## src/rtl/enemy_tank_ai_if.sv

```systemverilog
// ---------------------------------------------------------------------------
// enemy_tank_ai_if
//   Bundles the timing strobes, tank status and tank command signals that run
//   between the game logic and one enemy_tank_ai instance.
//
//   Signals
//     move_tick_i   1-cycle strobe, one per tank movement step
//     sec_tick_i    1-cycle strobe, one per second
//     blocked_i     tank is against a wall in its current direction (level)
//     tank_die_i    tank killed (level, cleared externally on revive)
//     tank_move_o   one-hot move command (0001 dn, 0010 up, 0100 rt, 1000 lt), 0 = still
//     tank_shoot_o  shoot request
//     tank_revive_o 1-cycle revive pulse
//     ai_state_o    FSM state: 0 IDLE, 1 MOVE, 2 TURN, 3 DEAD
//
//   Modports
//     master : game side, drives strobes/status, receives commands
//     slave  : AI side, receives strobes/status, drives commands
// ---------------------------------------------------------------------------
interface enemy_tank_ai_if;
    logic       move_tick_i;
    logic       sec_tick_i;
    logic       blocked_i;
    logic       tank_die_i;
    logic [3:0] tank_move_o;
    logic       tank_shoot_o;
    logic       tank_revive_o;
    logic [1:0] ai_state_o;

    modport master (
        output move_tick_i, sec_tick_i, blocked_i, tank_die_i,
        input  tank_move_o, tank_shoot_o, tank_revive_o, ai_state_o
    );

    modport slave (
        input  move_tick_i, sec_tick_i, blocked_i, tank_die_i,
        output tank_move_o, tank_shoot_o, tank_revive_o, ai_state_o
    );
endinterface

```

## src/rtl/enemy_tank_ai.sv

```systemverilog
// ---------------------------------------------------------------------------
// enemy_tank_ai
//   Autonomous command source for one enemy tank. Wanders in pseudo-random
//   straight runs, turns when blocked or when a run ends, fires on a cooldown
//   and issues a revive pulse a fixed number of seconds after being killed.
//
//   Ports
//     clk_i    system clock
//     reset_i  asynchronous reset, active-high
//     bus      enemy_tank_ai_if.slave: strobes/status in, tank commands out
//
//   All outputs are registered from next-state values, so a state change is
//   visible on the outputs one cycle after the input that caused it.
// ---------------------------------------------------------------------------
module enemy_tank_ai #(
    parameter logic [15:0] LFSR_SEED      = 16'hACE1,
    parameter logic [3:0]  DIR_INIT       = 4'b0001,
    parameter logic [7:0]  MIN_RUN        = 8'd16,
    parameter logic [7:0]  START_DELAY    = 8'd2,
    parameter logic [7:0]  SHOOT_COOLDOWN = 8'd3,
    parameter logic [3:0]  SHOOT_HOLD     = 4'd4,
    parameter logic [7:0]  RESPAWN_SECS   = 8'd5
) (
    input  logic            clk_i,
    input  logic            reset_i,
    enemy_tank_ai_if.slave  bus
);

    // An all-zero Galois LFSR would lock up, so a zero seed becomes 1.
    localparam logic [15:0] LFSR_INIT = (LFSR_SEED == 16'h0000) ? 16'h0001 : LFSR_SEED;
    localparam logic [15:0] LFSR_MASK = 16'hB400;

    typedef enum logic [1:0] {
        ST_IDLE = 2'd0,
        ST_MOVE = 2'd1,
        ST_TURN = 2'd2,
        ST_DEAD = 2'd3
    } state_t;

    state_t      r_state,        w_state_next;
    logic [3:0]  r_dir,          w_dir_next;
    logic [15:0] r_lfsr,         w_lfsr_next;
    logic [7:0]  r_sec_cnt,      w_sec_cnt_next;
    logic [7:0]  r_step_cnt,     w_step_cnt_next;
    logic [7:0]  r_run_len,      w_run_len_next;
    logic [7:0]  r_cooldown,     w_cooldown_next;
    logic [3:0]  r_shot_cnt,     w_shot_cnt_next;
    logic        r_turn_blocked, w_turn_blocked_next;
    logic [3:0]  r_move;
    logic        r_shoot;
    logic        r_revive;
    logic        w_revive_next;

    logic [7:0]  w_sec_inc;
    logic [7:0]  w_step_inc;
    logic [7:0]  w_run_rand;
    logic [3:0]  w_dir_rand;
    logic        w_fire;

    always_comb begin
        w_lfsr_next = {1'b0, r_lfsr[15:1]} ^ (r_lfsr[0] ? LFSR_MASK : 16'h0000);
        w_run_rand  = MIN_RUN + {2'b00, r_lfsr[5:0]};
        w_dir_rand  = 4'b0001 << r_lfsr[1:0];
        w_sec_inc   = r_sec_cnt + {7'd0, bus.sec_tick_i};
        w_step_inc  = r_step_cnt + {7'd0, bus.move_tick_i};
        // A kill in the same cycle suppresses a new shot.
        w_fire      = (r_state == ST_MOVE) && !bus.tank_die_i &&
                      (r_cooldown == '0) && (r_shot_cnt == '0);
    end

    // Next-state / datapath for the wander FSM.
    always_comb begin
        w_state_next        = r_state;
        w_dir_next          = r_dir;
        w_sec_cnt_next      = r_sec_cnt;
        w_step_cnt_next     = r_step_cnt;
        w_run_len_next      = r_run_len;
        w_turn_blocked_next = r_turn_blocked;
        w_revive_next       = 1'b0;

        unique case (r_state)
            ST_IDLE: begin
                if (bus.tank_die_i) begin
                    w_state_next   = ST_DEAD;
                    w_sec_cnt_next = '0;
                end else if (w_sec_inc == START_DELAY) begin
                    w_state_next    = ST_MOVE;
                    w_sec_cnt_next  = '0;
                    w_run_len_next  = w_run_rand;
                    w_step_cnt_next = '0;
                end else begin
                    w_sec_cnt_next = w_sec_inc;
                end
            end
            ST_MOVE: begin
                if (bus.tank_die_i) begin
                    w_state_next   = ST_DEAD;
                    w_sec_cnt_next = '0;
                end else if (bus.blocked_i) begin
                    w_state_next        = ST_TURN;
                    w_turn_blocked_next = 1'b1;
                end else if (w_step_inc == r_run_len) begin
                    w_state_next        = ST_TURN;
                    w_turn_blocked_next = 1'b0;
                end else begin
                    w_step_cnt_next = w_step_inc;
                end
            end
            ST_TURN: begin
                if (bus.tank_die_i) begin
                    w_state_next   = ST_DEAD;
                    w_sec_cnt_next = '0;
                end else begin
                    // A wall-forced turn must not pick the blocked heading again.
                    if (r_turn_blocked && (w_dir_rand == r_dir)) begin
                        w_dir_next = {r_dir[2:0], r_dir[3]};
                    end else begin
                        w_dir_next = w_dir_rand;
                    end
                    w_run_len_next  = w_run_rand;
                    w_step_cnt_next = '0;
                    w_state_next    = ST_MOVE;
                end
            end
            ST_DEAD: begin
                if (w_sec_inc == RESPAWN_SECS) begin
                    w_state_next   = ST_IDLE;
                    w_sec_cnt_next = '0;
                    w_dir_next     = DIR_INIT;
                    w_revive_next  = 1'b1;
                end else begin
                    w_sec_cnt_next = w_sec_inc;
                end
            end
            default: begin
                w_state_next = ST_IDLE;
            end
        endcase
    end

    // Cooldown and shot-hold counters run beside the FSM.
    always_comb begin
        w_cooldown_next = r_cooldown;
        w_shot_cnt_next = r_shot_cnt;

        if (r_state == ST_DEAD) begin
            if (w_revive_next) begin
                w_cooldown_next = SHOOT_COOLDOWN;
            end
        end else if (w_fire) begin
            w_cooldown_next = SHOOT_COOLDOWN;
        end else if (bus.sec_tick_i && (r_cooldown != '0)) begin
            w_cooldown_next = r_cooldown - 8'd1;
        end

        if ((r_state == ST_DEAD) || bus.tank_die_i) begin
            w_shot_cnt_next = '0;
        end else if (w_fire) begin
            w_shot_cnt_next = SHOOT_HOLD;
        end else if (r_shot_cnt != '0) begin
            w_shot_cnt_next = r_shot_cnt - 4'd1;
        end
    end

    always_ff @(posedge clk_i or posedge reset_i) begin
        if (reset_i) begin
            r_state        <= ST_IDLE;
            r_dir          <= DIR_INIT;
            r_lfsr         <= LFSR_INIT;
            r_sec_cnt      <= '0;
            r_step_cnt     <= '0;
            r_run_len      <= '0;
            r_cooldown     <= SHOOT_COOLDOWN;
            r_shot_cnt     <= '0;
            r_turn_blocked <= 1'b0;
            r_move         <= '0;
            r_shoot        <= 1'b0;
            r_revive       <= 1'b0;
        end else begin
            r_state        <= w_state_next;
            r_dir          <= w_dir_next;
            r_lfsr         <= w_lfsr_next;
            r_sec_cnt      <= w_sec_cnt_next;
            r_step_cnt     <= w_step_cnt_next;
            r_run_len      <= w_run_len_next;
            r_cooldown     <= w_cooldown_next;
            r_shot_cnt     <= w_shot_cnt_next;
            r_turn_blocked <= w_turn_blocked_next;
            r_move         <= (w_state_next == ST_MOVE) ? w_dir_next : 4'b0000;
            r_shoot        <= (w_shot_cnt_next != '0);
            r_revive       <= w_revive_next;
        end
    end

    assign bus.tank_move_o   = r_move;
    assign bus.tank_shoot_o  = r_shoot;
    assign bus.tank_revive_o = r_revive;
    assign bus.ai_state_o    = r_state;

endmodule

```

## src/flat_wrapper.sv

```systemverilog
// flat-port wrapper written by rule: the top's interface ports become plain ports
module enemy_tank_ai_flat 
#(
    parameter logic [15:0] LFSR_SEED      = 16'hACE1,
    parameter logic [3:0]  DIR_INIT       = 4'b0001,
    parameter logic [7:0]  MIN_RUN        = 8'd16,
    parameter logic [7:0]  START_DELAY    = 8'd2,
    parameter logic [7:0]  SHOOT_COOLDOWN = 8'd3,
    parameter logic [3:0]  SHOOT_HOLD     = 4'd4,
    parameter logic [7:0]  RESPAWN_SECS   = 8'd5
)
  (clk_i, reset_i, bus_move_tick_i, bus_sec_tick_i, bus_blocked_i, bus_tank_die_i, bus_tank_move_o, bus_tank_shoot_o, bus_tank_revive_o, bus_ai_state_o);
  enemy_tank_ai_if bus_i ();
  input  logic clk_i;
  input  logic reset_i;
  input wire logic [$bits(bus_i.move_tick_i)-1:0] bus_move_tick_i;
  input wire logic [$bits(bus_i.sec_tick_i)-1:0] bus_sec_tick_i;
  input wire logic [$bits(bus_i.blocked_i)-1:0] bus_blocked_i;
  input wire logic [$bits(bus_i.tank_die_i)-1:0] bus_tank_die_i;
  output wire logic [$bits(bus_i.tank_move_o)-1:0] bus_tank_move_o;
  output wire logic [$bits(bus_i.tank_shoot_o)-1:0] bus_tank_shoot_o;
  output wire logic [$bits(bus_i.tank_revive_o)-1:0] bus_tank_revive_o;
  output wire logic [$bits(bus_i.ai_state_o)-1:0] bus_ai_state_o;
  assign bus_i.move_tick_i = bus_move_tick_i;
  assign bus_i.sec_tick_i = bus_sec_tick_i;
  assign bus_i.blocked_i = bus_blocked_i;
  assign bus_i.tank_die_i = bus_tank_die_i;
  assign bus_tank_move_o = bus_i.tank_move_o;
  assign bus_tank_shoot_o = bus_i.tank_shoot_o;
  assign bus_tank_revive_o = bus_i.tank_revive_o;
  assign bus_ai_state_o = bus_i.ai_state_o;
  enemy_tank_ai #(.LFSR_SEED(LFSR_SEED), .DIR_INIT(DIR_INIT), .MIN_RUN(MIN_RUN), .START_DELAY(START_DELAY), .SHOOT_COOLDOWN(SHOOT_COOLDOWN), .SHOOT_HOLD(SHOOT_HOLD), .RESPAWN_SECS(RESPAWN_SECS)) u_core (.clk_i(clk_i), .reset_i(reset_i), .bus(bus_i));
endmodule
```

## config.mk

```make
export PLATFORM = sky130hd
export DESIGN_NAME = enemy_tank_ai_flat
export DESIGN_NICKNAME = d
export VERILOG_FILES = /design/src/rtl/enemy_tank_ai_if.sv /design/src/rtl/enemy_tank_ai.sv /design/src/flat_wrapper.sv
export SDC_FILE = /design/constraint.sdc
export NUM_CORES = 1
export LEC_CHECK = 0
export CAP_MARGIN = 5
export CORE_MARGIN = 2
export CORE_UTILIZATION = 40
export DETAILED_ROUTE_END_ITERATION = 8
export GPL_TIMING_DRIVEN = 1
export PLACE_DENSITY = 0.64
export SLEW_MARGIN = 15
export SYNTH_ARGS = -nofsm -noshare
export SYNTH_HDL_FRONTEND = slang
export SYNTH_SLANG_ARGS = --single-unit
```

## constraint.sdc

```tcl
create_clock -name clk_i -period 2.65 [get_ports clk_i]
set_input_delay 0.53 -clock clk_i [delete_from_list [all_inputs] [get_ports clk_i]]
set_output_delay 0.53 -clock clk_i [all_outputs]
set_load 0.005 [all_outputs]
```

After elaboration in Yosys (flattened, before gate mapping)
Cells that the tools add are included.
- reductions and logical operators: 22
- mux-type cells: 41
- bitwise logic cells: 2
- shift operators: 1
- add/sub/neg operators: 5
- equality and inequality tests: 16
- operators with widths (cell ; count):
    $mux W8 ; 17
    $pmux W8 S3 ; 2
    $mux W4 ; 7
    $add A8 B1 Y8 ; 2
    $mux W16 ; 1
    $pmux W8 S2 ; 1
    $xor A15 B16 Y16 ; 1
    $mux W2 ; 7
    $ne A2 B2 Y1 const B ; 5
    $eq A8 B2 Y1 const B ; 1
    $eq A8 B3 Y1 const B ; 1
    $eq A8 B8 Y1 ; 1
    $logic_not A8 Y1 ; 1
    $pmux W2 S4 ; 1
    $pmux W4 S2 ; 1
    $reduce_bool A4 Y1 ; 2
    $reduce_bool A8 Y1 ; 1
    $sub A8 B1 Y8 const B ; 1
    $add A5 B6 Y7 const A ; 1
    $reduce_and A7 Y1 ; 1
    $ne A2 B1 Y1 const B ; 3
    $reduce_bool A3 Y1 ; 2
    $logic_and A1 B1 Y1 ; 5
    $eq A2 B1 Y1 const B ; 2
    15 further kinds ; 20
- word-level logic and storage cells: 99
- input port bits: 6
- bits in registers: 65

Depth between registers and ports, before layout
- depth in word-level cells: 8
- gate-level depth with buffers: 10
- mapped depth without buffers: 9

Worst setup path before layout
No wires, ideal clock.
- path type: input to register
- from: input bus_sec_tick_i
- to: register u_core.r_move[1] (netlist: u_core.bus.tank_move_o[1])
- data required time: 2514 ps
- setup time: 136 ps
- arrival time: 2458 ps
- setup slack: 56 ps
- buffers on the path: 1
- cell stages on the path: 9
- cell sequence: ha_1 > nand3_2 > or4_4 > a211oi_4 > a21boi_2 > buf_6 > or3_1 > a21oi_2 > nor4_1
- word-level cells in the longest chain between the ends: 7
- elaborated cells between the ends (all ways): 11
- those cells by class: add/sub: 1; eq/ne: 3; mux: 7
- RTL lines (item ; RTL line ; RTL):
    start: declaration ; flat_wrapper.sv:17 ; input wire logic [$bits(bus_i.sec_tick_i)-1:0] bus_sec_tick_i;
    $add A8 B1 Y8 (*) ; enemy_tank_ai.sv:64 ; w_sec_inc = r_sec_cnt + {7'd0, bus.sec_tick_i};
    $eq A8 B2 Y1 ; enemy_tank_ai.sv:86 ; end else if (w_sec_inc == START_DELAY) begin
    $mux W2 ; enemy_tank_ai.sv:86 ;
    $mux W2 ; enemy_tank_ai.sv:83 ; if (bus.tank_die_i) begin
    $pmux W2 S4 ; enemy_tank_ai.sv:81 ; unique case (r_state)
    $eq A2 B1 Y1 ; enemy_tank_ai.sv:189 ; r_move <= (w_state_next == ST_MOVE) ? w_dir_next : 4'b0000;
    $mux W4 (*) ; enemy_tank_ai.sv:189 ;
    end signal: assignment ; enemy_tank_ai.sv:189 ;
    end: declaration ; enemy_tank_ai.sv:49 ; logic [3:0] r_move;
Every way passes the cells marked *; elsewhere a longest branch is shown, timed or not.
A chain may end at the register's enable or synchronous reset.

Worst setup path in the final report
- from: input bus_move_tick_i
- to: register u_core.r_step_cnt[3]
- word-level cells in the longest chain between the ends: 5
- elaborated cells between the ends (all ways): 8
- those cells by class: add/sub: 1; eq/ne: 2; mux: 4; reduce/logical: 1
- RTL lines (item ; RTL line ; RTL):
    start: declaration ; flat_wrapper.sv:16 ; input wire logic [$bits(bus_i.move_tick_i)-1:0] bus_move_tick_i;
    $add A8 B1 Y8 (*) ; enemy_tank_ai.sv:65 ; w_step_inc = r_step_cnt + {7'd0, bus.move_tick_i};
    parallel branches: the longest is 4 deep, another holds $eq A8 B8 Y1 ; -- ;
    end signal: assignment ; enemy_tank_ai.sv:184 ; r_step_cnt <= w_step_cnt_next;
    end: declaration ; enemy_tank_ai.sv:44 ; logic [7:0] r_step_cnt, w_step_cnt_next;
Mark *: on every way between the ends. The select of a mux whose other input is x is not followed.

==> results.cfg <==
[run_status]
status = completed

[route]
routed-via-count = 2771
avgViaCountPerCell = 5.34
wl_per_cell_um = 14.8
drc = 0
ant_nets = 0
dr.pass1.iters = 4
wl_mm = 7.68
drt_iter0_markers = 99

[clocking]
numClockSinks = 64
cts-root-buf = clkbuf_8
htree_levels = 3
cts_buffers = 9
tritoncts = yes
path_clk_slew_ps = 80
cts_buffer_depth = 2
hold_buffers = 0
clk-insertion-delay-late_ps = 350

[yosys]
syn_nets = 383
syn_inst = 366
syn_avg_cell_area_um2 = 9.36
synth-main-ff-cell = dfrtp_1
ys_ff_latch = 64
syn_area_um2 = 3430
synthTopCellsByArea = dfrtp_1 (39%), dfstp_2 (8.4%), o21ai_0 (5.0%)
yosysWarnings = 0
yosysTopAreaCell = dfrtp_1
async_flop_share = 1.00
synth-seq-area-share = 0.471
synth-edff-count = 0
synthDistinctLibCells = 53
synth_top_cell_area_share = 0.387

[sta]
post-route-period-util = 0.981
maxSlewViolCount = 0
holdWs_ps = 354
setup_viol = 0
final.setup_skew_ps = 10.6
fin_ws_ps = 51.3
finalHoldViolations = 0
fin_crit_ps = 2600
max_clock_freq_ghz = 0.385
tightest_slew_ps = 481
slew_headroom = 0.671

[setup_path]
r2r_slack_ps = 130
crit_required_ps = 2930
critPathMaxFanout = 6
cp-start-kind = primary input
reg2reg_to = u_core.bus.tank_move_o[3]
reg2reg_depth = 10
timing.rr.start = u_core.r_sec_cnt[0]
arrival_ps = 2880
critPathCaptureType = flop
worstSetupPathType = primary input to flop

[die]
coreArea_um2 = 8260
die_area_um2 = 9320
die_x_um = 96.6
initial_core_util = 0.415
rows = 33
fp.dieH_um = 96.6
ioPinCount = 14

[power_and_ir_drop]
swShare = 0.372
power.share.clock = 0.259
irDropWorstVdd_uv = 502
pwr-share-seq = 0.335
combPwrFrac = 0.405
leakagePower_nw = 1.92
p_sw_mw = 1.53
internal_power_mw = 2.58
power_density_nw_per_um2 = 948

[global_route]
grt_pass1_wl_mm = 12.8
grt_pass1_vias = 2744
grt-ovfl-total = 0
grt_max_degree = 65
antenna_found_initial = 0
track_usage = 0.179

[finish]
fin_cells = 519
drive_above_1_share = 0.258
area_growth_pct = 26.3
nets = 426
diodes = 0
final_cell_mix = dfrtp_1 (53), nor2_1 (38), buf_4 (30)
layout_commonest_cell = dfrtp_1
design_area_um2 = 4330

[hold_path]
holdPathStages = 0
hold_class = flop to flop
min_from = u_core.r_lfsr[9]
whs_endpoint = u_core.r_lfsr[8]

[placement]
detailed_place.area_um2 = 3880
io_buffers = 13
pre_cts_slack_ps = -550
dp_hpwl_mm = 5.14
dp.cells = 501
gp_congestion = 0.817

[flow_run]
cap_violations = 0
[power by group through the flow]
| stage | Sequential [mW] | Clock, mW | Combinational, mW |
|---|---|---|---|
| 6_report | 1.38 | 1.06 | 1.66 |
| 5_1_grt | 1.41 | 1.14 | 1.85 |
| 4_1_cts | 1.36 | 1.09 | 1.56 |
| 3_5_place_dp | 1.37 | 0 | 1.48 |
| 3_3_place_gp | 1.37 | 0 | 1.45 |
| 2_1_floorplan | 1.31 | 0 | 1.04 |
[stage by stage]
step	util	power, mW	TNS, ps
detailed placement	0.469	2.85	-16210
finish	0.524	4.10	0
global route	0.524	4.40	-15.4
global placement	0.469	2.82	-13380
floorplan	-	2.35	0
CTS	0.506	4.00	0
[kinds of logic (layout without fill, tap and decap cells)]
family / Yosys count / in the layout / share of synthesized area
buffers and inverters: 36 / 84 / 0.0420
AND/OR/NAND/NOR: 144 / 144 / 0.214
XOR/XNOR: 21 / 21 / 0.0537
adder cells (fa/ha/maj): 11 / 11 / 0.0402
multiplexers: 7 / 7 / 0.0223
flip-flops: 64 / 64 / 0.471
AO/OA/AOI/OAI: 83 / 83 / 0.157
[final cells by class]
| type | instances | area [um2] |
|---|---|---|
| Inverter | 21 | 78.8 |
| Clock buffer | 9 | 124 |
| Multi-Input combinational cell | 266 | 1850 |
| Timing Repair Buffer | 47 | 403 |
| Tap cell | 105 | 131 |
| Clock inverter | 7 | 125 |
| Fill cell | 729 | 3930 |
| Sequential cell | 64 | 1620 |
[worst max-delay path by stage]
| stage | startpoint | to | slack, ps | depth (start not counted) |
|---|---|---|---|---|
| floorplan | bus_sec_tick_i | u_core.bus.tank_move_o[1] | 60 | 9 |
| global placement | bus_sec_tick_i | u_core.bus.tank_move_o[3] | -460 | 9 |
| detailed placement | bus_move_tick_i | u_core.r_step_cnt[3] | -550 | 11 |
| CTS | bus_move_tick_i | u_core.r_step_cnt[5] | 40 | 11 |
| global route | bus_move_tick_i | u_core.bus.tank_move_o[2] | -10 | 12 |
| finish | bus_move_tick_i | u_core.r_step_cnt[3] | 50 | 12 |
[repair_timing]
action,in CTS,in global routing
buffers inserted,1,0
endpoints found under the hold margin,0,0
endpoints found under the setup margin,30,28
pin swaps,7,13
gates resized for setup,16,36
gates cloned,0,1
[per-layer routing]
| layer | track usage | wire length [um] | vias to the layer above | part of all wire |
|---|---|---|---|---|
| li1 | - | - | 1374 | - |
| met1 | 0.244 | 3810 | 1350 | 0.50 |
| met2 | 0.281 | 3540 | 35 | 0.46 |
| met3 | 0.0341 | 169 | 12 | 0.022 |
| met4 | 0.0775 | 160 | 0 | 0.021 |
| met5 | 0 | 0 | - | 0 |
[synth_stat cells (3+ instances only)]
cell      instances
nand3_1          14
nand2_1          28
nor3_1           17
clkbuf_1         13
a22o_1            3
nor2b_1           7
xor2_1            9
a31oi_1           7
mux2_2            5
ha_1             11
o21ai_0          34
nand2b_1          3
a21oi_1          11
nor3b_1           4
nor2_1           38
or2_2             4
dfstp_2          11
a21o_1            4
inv_1            21
xnor2_1          12
a22oi_1           3
or3_1             7
dfrtp_1          53
nor4_1            4
and3_1            4
[sequential cells by signal, summed over array words and instances (netlist names), 4 cells and up]
register,count
u_core.r_shot_cnt,4
u_core.r_sec_cnt,8
u_core.r_cooldown,8
u_core.r_lfsr,16
u_core.r_step_cnt,8
u_core.bus.tank_move_o,4
u_core.r_run_len,7
u_core.r_dir,4
[worst max-delay path, cell delays in order]
cell	delay [ps]
clkdlybuf4s50_1	460
ha_2	200
buf_4	130
and3_4	210
nand3_4	80
xnor2_1	140
o311ai_1	330
buf_4	190
a221oi_2	50
buf_4	160
or2_4	280
o21ai_2	130
No activity file was read; power rests on OpenSTA's default activity.
